$ cat config.mk
export PLATFORM = sky130hd
export DESIGN_NAME = step_decoder
export DESIGN_NICKNAME = d
export VERILOG_FILES = /design/src/rtl/step_decoder_pkg.sv /design/src/rtl/sync_ff.sv /design/src/rtl/step_decoder.sv
export SDC_FILE = /design/constraint.sdc
export NUM_CORES = 1
export LEC_CHECK = 0
export ABC_AREA = 1
export CAP_MARGIN = 10
export CORE_MARGIN = 4
export CORE_UTILIZATION = 35
export CTS_CLUSTER_DIAMETER = 60
export CTS_CLUSTER_SIZE = 20
export DETAILED_ROUTE_END_ITERATION = 8
export MAX_ROUTING_LAYER = met4
export SLEW_MARGIN = 15
export SYNTH_ARGS = -nofsm -noshare
export SYNTH_HDL_FRONTEND = slang
export SYNTH_SLANG_ARGS = --single-unit
export TNS_END_PERCENT = 20
$ cat constraint.sdc
create_clock -name clk -period 3.4 [get_ports clk]
set_clock_uncertainty 0.15 [all_clocks]
set_input_delay 0.68 -clock clk [delete_from_list [all_inputs] [get_ports clk]]
set_output_delay 0.68 -clock clk [all_outputs]
set_load 0.02 [all_outputs]
$ cat src/rtl/step_decoder_pkg.sv
// Shared types and default timing constants for the step/dir receive decoder.
`timescale 1ns/1ps
package step_decoder_pkg;

  typedef enum logic [1:0] {
    StIdle,
    StArmed,
    StRun,
    StStall
  } state_e;

  localparam int unsigned DefPerW      = 17;
  localparam int unsigned DefMinPeriod = 1000;
  localparam int unsigned DefStallCyc  = 16667;
  localparam int unsigned DefDirSetup  = 10;

endpackage

$ cat src/rtl/sync_ff.sv
// Two-flop synchroniser with synchronous active-low reset.
`timescale 1ns/1ps
module sync_ff (
  input  logic clk,
  input  logic rst,
  input  logic d,
  output logic q
);

  logic meta;

  always_ff @(posedge clk) begin
    if (!rst) begin
      meta <= 1'b0;
      q    <= 1'b0;
    end else begin
      meta <= d;
      q    <= meta;
    end
  end

endmodule

$ cat src/rtl/step_decoder.sv
// Step/dir receive decoder: position count, step period measurement and protocol fault flags.
`timescale 1ns/1ps
module step_decoder
  import step_decoder_pkg::*;
#(
  parameter int unsigned POS_W      = 32,
  parameter int unsigned PER_W      = DefPerW,
  parameter int unsigned MIN_PERIOD = DefMinPeriod,
  parameter int unsigned STALL_CYC  = DefStallCyc,
  parameter int unsigned DIR_SETUP  = DefDirSetup
) (
  input  logic             clk,
  input  logic             rst,
  input  logic             drv_step,
  input  logic             drv_dir,
  input  logic             drv_enable_SM,
  input  logic             clr_pos,
  input  logic             clr_err,
  output logic [POS_W-1:0] position,
  output logic [PER_W-1:0] period,
  output logic             period_valid,
  output logic             stall,
  output logic             freq_fault,
  output logic             dir_fault,
  output logic             dis_fault
);

  localparam int unsigned DirW = $clog2(DIR_SETUP + 1);

  localparam logic [POS_W-1:0] PosOne   = {{(POS_W-1){1'b0}}, 1'b1};
  localparam logic [PER_W-1:0] CntOne   = {{(PER_W-1){1'b0}}, 1'b1};
  localparam logic [PER_W-1:0] CntMax   = '1;
  localparam logic [PER_W-1:0] MinPerV  = MIN_PERIOD[PER_W-1:0];
  localparam logic [PER_W-1:0] StallV   = STALL_CYC[PER_W-1:0];
  localparam logic [DirW-1:0]  DirOne   = {{(DirW-1){1'b0}}, 1'b1};
  localparam logic [DirW-1:0]  DirSetV  = DIR_SETUP[DirW-1:0];

  logic step_s, step_q;
  logic dir_s, dir_q;
  logic en_q;
  logic [DirW-1:0]  dir_cnt_q;
  logic [PER_W-1:0] cnt_q;
  state_e           state_q;

  logic             rise;
  logic             counted;
  logic             dir_ok;
  logic             freq_set;
  logic             dir_set;
  logic             dis_set;
  logic [POS_W-1:0] pos_base;
  logic [POS_W-1:0] pos_next;

  sync_ff u_sync_step (
    .clk (clk),
    .rst (rst),
    .d   (drv_step),
    .q   (step_s)
  );

  sync_ff u_sync_dir (
    .clk (clk),
    .rst (rst),
    .d   (drv_dir),
    .q   (dir_s)
  );

  always_comb begin
    rise     = step_s & ~step_q;
    counted  = rise && (state_q != StIdle);
    // Dir is stable once unchanged for DIR_SETUP cycles; a change this cycle counts as zero.
    dir_ok   = (dir_s == dir_q) && (dir_cnt_q >= DirSetV);
    freq_set = rise && (state_q == StRun) && (cnt_q < MinPerV);
    dir_set  = counted && !dir_ok;
    dis_set  = rise && (state_q == StIdle);
    pos_base = clr_pos ? '0 : position;
    pos_next = pos_base;
    if (counted) begin
      pos_next = pos_base + (dir_s ? PosOne : '1);
    end
  end

  always_ff @(posedge clk) begin
    if (!rst) begin
      step_q       <= 1'b0;
      dir_q        <= 1'b0;
      en_q         <= 1'b0;
      dir_cnt_q    <= '0;
      cnt_q        <= '0;
      state_q      <= StIdle;
      position     <= '0;
      period       <= '0;
      period_valid <= 1'b0;
      stall        <= 1'b0;
      freq_fault   <= 1'b0;
      dir_fault    <= 1'b0;
      dis_fault    <= 1'b0;
    end else begin
      step_q       <= step_s;
      dir_q        <= dir_s;
      en_q         <= drv_enable_SM;
      period_valid <= 1'b0;
      position     <= pos_next;

      if (dir_s != dir_q) begin
        dir_cnt_q <= DirOne;
      end else if (dir_cnt_q < DirSetV) begin
        dir_cnt_q <= dir_cnt_q + DirOne;
      end

      // A fault raised in the same cycle as clr_err survives.
      freq_fault <= (freq_fault & ~clr_err) | freq_set;
      dir_fault  <= (dir_fault & ~clr_err) | dir_set;
      dis_fault  <= (dis_fault & ~clr_err) | dis_set;

      case (state_q)
        StIdle: begin
          cnt_q <= '0;
          if (en_q) begin
            state_q <= StArmed;
          end
        end
        StArmed: begin
          if (rise) begin
            cnt_q   <= CntOne;
            state_q <= StRun;
          end
        end
        StRun: begin
          if (rise) begin
            period       <= cnt_q;
            period_valid <= 1'b1;
            cnt_q        <= CntOne;
          end else begin
            if (cnt_q != CntMax) begin
              cnt_q <= cnt_q + CntOne;
            end
            if (cnt_q == StallV) begin
              state_q <= StStall;
              stall   <= 1'b1;
            end
          end
        end
        StStall: begin
          if (rise) begin
            cnt_q   <= CntOne;
            state_q <= StRun;
            stall   <= 1'b0;
          end else if (cnt_q != CntMax) begin
            cnt_q <= cnt_q + CntOne;
          end
        end
        default: begin
          state_q <= StIdle;
        end
      endcase

      // Dropping enable overrides the state update, but a rise this cycle was already counted.
      if (!en_q && (state_q != StIdle)) begin
        state_q <= StIdle;
        cnt_q   <= '0;
        stall   <= 1'b0;
      end
    end
  end

endmodule

# Word-level counts from Yosys, hierarchy flattened
# Cells that the tools add are included.
# op_classes
addsub	3
mul	0
n_div	0
n_lt_le_gt_ge	3
eq_ne	14
shifts	0
muxes	19
bitwise_logic	10
reduce_logical	22
# op_table
operator	n
$mux W32	3
$mux W17	3
$pmux W17 S3	1
$add A32 B32 Y32	1
$add A17 B1 Y17 const B	1
$eq A17 B15 Y1 const B	1
$lt A17 B10 Y1 const B	1
$ne A17 B17 Y1 const B	1
$mux W2	4
$ne A2 B2 Y1 const B	4
$reduce_and A4 Y1	2
$reduce_or A2 Y1	4
$logic_and A1 B1 Y1	7
$mux W1	6
$pmux W2 S3	1
$reduce_and A2 Y1	3
$reduce_bool A2 Y1	3
$add A4 B1 Y4 const B	1
$and A1 B1 Y1	4
$eq A2 B2 Y1 const B	2
$ge A4 B4 Y1 const B	1
$lt A4 B4 Y1 const B	1
$ne A2 B1 Y1 const B	2
$ne A3 B1 Y1 const B	1
8 further kinds	13
# word_totals
register_bits	84
latch_bits	0
ramBits	0
romBits	0
output_inout_bits	54
mem_count	0

# Logic depth before layout (Yosys ltp)
# logic_depth
depth_word	5
depth_mapped	20
ltp_nobuf	20

# By module
# From an unflattened synthesis, not the netlist that was laid out.
# hier_totals
cells_unflattened	990
hier_area_um2	5958.2
# modules_own_cells
module	n_inst	cells_each	area_per_inst_um2	seq_area_each_um2
step_decoder	1	978	5848.1	1601.5
sync_ff	2	6	55.1	40.0

# Least setup slack after synthesis
# No wires, ideal clock.
# synth_path
path_kind	input-to-reg
startpoint	input clr_pos
endpoint	register position[18]
arrival_ps	2311
path_slack_ps	824
cell_stages	16
n_path_buf	1
path_cell_list	clkinv_1 clkbuf_1 nand2_1 inv_1 ha_1 nand2_1 inv_1 nand2_1 nand2_1 nand3b_1 nand2_1 nand2_1 nand2_1 nand2_1 o21ai_0 inv_1
# synth_between
elab_chain_cells	3
# synth_lines
item	line	text
start, declared	step_decoder.sv:17	input logic clr_pos,
$mux W32 (*)	step_decoder.sv:76	pos_base = clr_pos ? '0 : position;
$add A32 B32 Y32	step_decoder.sv:79	pos_next = pos_base + (dir_s ? PosOne : '1);
$mux W32 (*)	step_decoder.sv:78	if (counted) begin
end signal, assigned	step_decoder.sv:103	position <= pos_next;
end, declared	step_decoder.sv:19	output logic [POS_W-1:0] position,
# Mark *: on every way between the ends. The rest lies on a longest branch, timed or not.
# A chain may end at the register's enable or synchronous reset.

# Worst setup path in the final report
# layout_path
startpoint	input clr_pos
endpoint	register position[31]
# Same word-level chain as after synthesis.

==> impl_metrics.tcl <==
set metrics [dict create \
    highest_layer "met4" \
    setup_viol 0 \
    fin_crit_sh 0.9000 \
    via_per_inst 4.540 \
    seqPwrFrac 0.427 \
    grtUsageTotal 0.1827 \
    ctsHoldBuffers 0 \
    min_path_type "flip-flop to flip-flop" \
    io-pin-count 61 \
    final_nets 1089 \
    rsz0062_at_grt "no" \
    die_area_um2 18880 \
    crit_required_ns 3.51 \
    grt_max_degree 38 \
    cp_max_fo 27 \
    cpLargestDelayFamily "simple AND/OR/NAND/NOR gates" \
    crit_top_cell "nand2_1" \
    drv_slew 0 \
    antenna_found_initial 0 \
    ant_nets 0 \
    critPathMaxStageDelay_ns 0.48 \
    fmaxAchievable_ghz 0.3268 \
    arrival_ns 3.17 \
    grt_first_pass_wirelength_um 26700 \
    cts_tree "done" \
    hold_viol 0 \
    wl_met3_um 502 \
    die_w_um 137.4 \
    path_buf_inv 5 \
    status "finished, final reports clean" \
    numCtsBuffers 9 \
    synthesis.nets 1021 \
    ys_seq_area_frac 0.2869 \
    clk_latency_ns 0.36 \
    routed_wl_um 15990 \
    drc 0 \
    worst_setup_path_end_kind "flip-flop" \
    post_cts_resized 0 \
    p_clk_frac 0.431 \
    syn_to_final_growth_pct 20.99 \
    core_um2 16520 \
    syn_area_per_cell_um2 6.005 \
    powerDensity_nw_per_um2 332.8 \
    wire_per_inst_um 12.60 \
    peakVddDrop_mv 0.2385 \
    dr.pass1.iters 5 \
    dpl-instance-area_um2 6789 \
    die_height_um 137.4 \
    fillerInstances 1757 \
    critical_path.startpoint_type "input pin" \
    wl_met1_um 7757 \
    place_congestion 0.9089 \
    ys_async_sr_fraction 0 \
    fin_setup_tns_ns 0 \
    cts_setup_buffers 0 \
    drv_cap 0 \
    n_antenna_cell 0 \
    slew_headroom 0.5958 \
    hpwl_um 12320 \
    worst_pin_slew_ns 0.6063 \
    stdcell_area_um2 7091 \
    fin_crit_ns 3.060 \
    start_util 0.3547 \
    synth_ff_type "dfxtp_1" \
    worstPathCellList "clkdlybuf4s50_1 > clkinv_1 > buf_12 > nand2_1 > inv_1 > ha_1 > nand2_1 > nor2_1 > and2_1 > nand2_1 > nand2_1 > nand2_1 > nand3_1 > nand3_1 > nand2_1 > inv_1" \
    slowest_stage "clkdlybuf4s50_1" \
    leakage_nw 3.892 \
    path_class "input pin to flip-flop" \
    layout-drive-gt1-share 0.05243 \
    finalPower_mw 2.360 \
    clkTransAtPathRegs_ns 0.07 \
    layout_commonest_cell "nand2_1" \
    via_count 5761 \
    synth_cell_types 37 \
    yosys_warnings 0 \
    grt_pass1_vias 5476 \
    ys_ff_latch 84 \
    htreeDepth 3 \
    p_int_mw 1.633 \
    clock_path_buffers 2 \
    met2_length_um 7444 \
    final_cell_mix "298 x nand2_1, 205 x inv_1, 88 x nor2_1" \
    initialDrtViolationCount 285 \
    combPwrFrac 0.142 \
    holdWs_ns 0.2615 \
    synth_edf_count 0 \
    rows 47 \
    gr-total-overflow 0 \
    synth_area_um2 5861 \
    portBuffers 60 \
    cts_root_buf "clkbuf_16" \
    clock-sinks 84 \
    synthCells 976 \
    p_sw_mw 0.7272 \
    switching_share 0.3081 \
]
==> registers in the layout (all words and copies together), names as in the netlist, 2 cells and up <==
name,cells
cnt_q,17
dir_cnt_q,4
period,17
position,32
state_q,2
==> per-stage QoR <==
| step | worst slack (ns) | std cells | util |
|---|---|---|---|
| after floorplan | 0.8236 | 976 | - |
| after global placement | -0.05662 | 1253 | 0.4108 |
| after detailed placement | -0.006409 | 1253 | 0.4108 |
| after CTS | 0.3720 | 1269 | 0.4291 |
| after global routing | 0.002884 | 1269 | 0.4291 |
| final | 0.3400 | 1269 | 0.4291 |
==> worst reg2reg max path, delay by kind of cell (launching register included) <==
family / cells / cell delay (ns)
adders and majority gates: 2 / 0.49
buffers and inverters: 3 / 0.16
DFF: 1 / 0.44
and+or+nand+nor: 14 / 1.65
==> layer usage <==
layer  global-route usage  vias up
met5                    -        -
met4              0.05876        0
met3              0.02703       20
met2               0.3007       88
met1               0.2308     2507
li1                     -     3146
==> path summary, 6_finish.rpt <==
kind	slack [ns]	endpoint	cells past startpoint	start
max	0.34	position[31]	16	clr_pos
min reg2reg	0.26	u_sync_step.q	2	u_sync_step.meta
min	0.26	u_sync_step.q	2	u_sync_step.meta
max reg2reg	0.40	cnt_q[10]	19	cnt_q[0]
==> area by class of cell <==
type,instances,area (um^2),share of cell area
multi-input cells,664,3322,0.4685
flip-flops and latches,84,1682,0.2372
inverters,211,792.0,0.1117
repair buffers,74,718.2,0.1013
well taps,220,275.3,0.03882
clock buffers,9,225.2,0.03176
clock inverters,7,76.32,0.01076
==> logic make-up after synthesis <==
kind of cell,Yosys count,synth area share
DFF,84,0.2869
xor gates and xnor gates,15,0.02242
and+or+nand+nor,469,0.3350
AOI/OAI and AO/OA,142,0.1266
buffers and inverters,228,0.1467
adders and majority gates,38,0.08241
==> power by group through the flow <==
| stage | registers [mW] | logic [mW] | clock network [mW] |
|---|---|---|---|
| 2_1_floorplan | 1.04 | 0.224 | 0 |
| 3_3_place_gp | 1.03 | 0.332 | 0 |
| 3_5_place_dp | 1.03 | 0.332 | 0 |
| 4_1_cts | 1.01 | 0.334 | 1.05 |
| 5_1_grt | 1.01 | 0.380 | 1.09 |
| 6_report | 1.01 | 0.334 | 1.02 |
==> synth_stat cells (all sizes together) (4+ instances only) <==
| cell type | count | area, um^2 |
|---|---|---|
| dfxtp | 84 | 1682 |
| inv | 210 | 788.3 |
| a21oi | 81 | 405.4 |
| xor2 | 14 | 122.6 |
| nand4 | 5 | 31.28 |
| nor4 | 5 | 31.28 |
| nor3 | 10 | 65.06 |
| o21ai | 50 | 254.0 |
| buf | 4 | 18.76 |
| nand2 | 302 | 1154 |
| ha | 37 | 462.9 |
| nor2 | 99 | 426.7 |
| nand3 | 42 | 215.2 |
| clkbuf | 13 | 48.80 |
(Power assumes the default switching activity.)
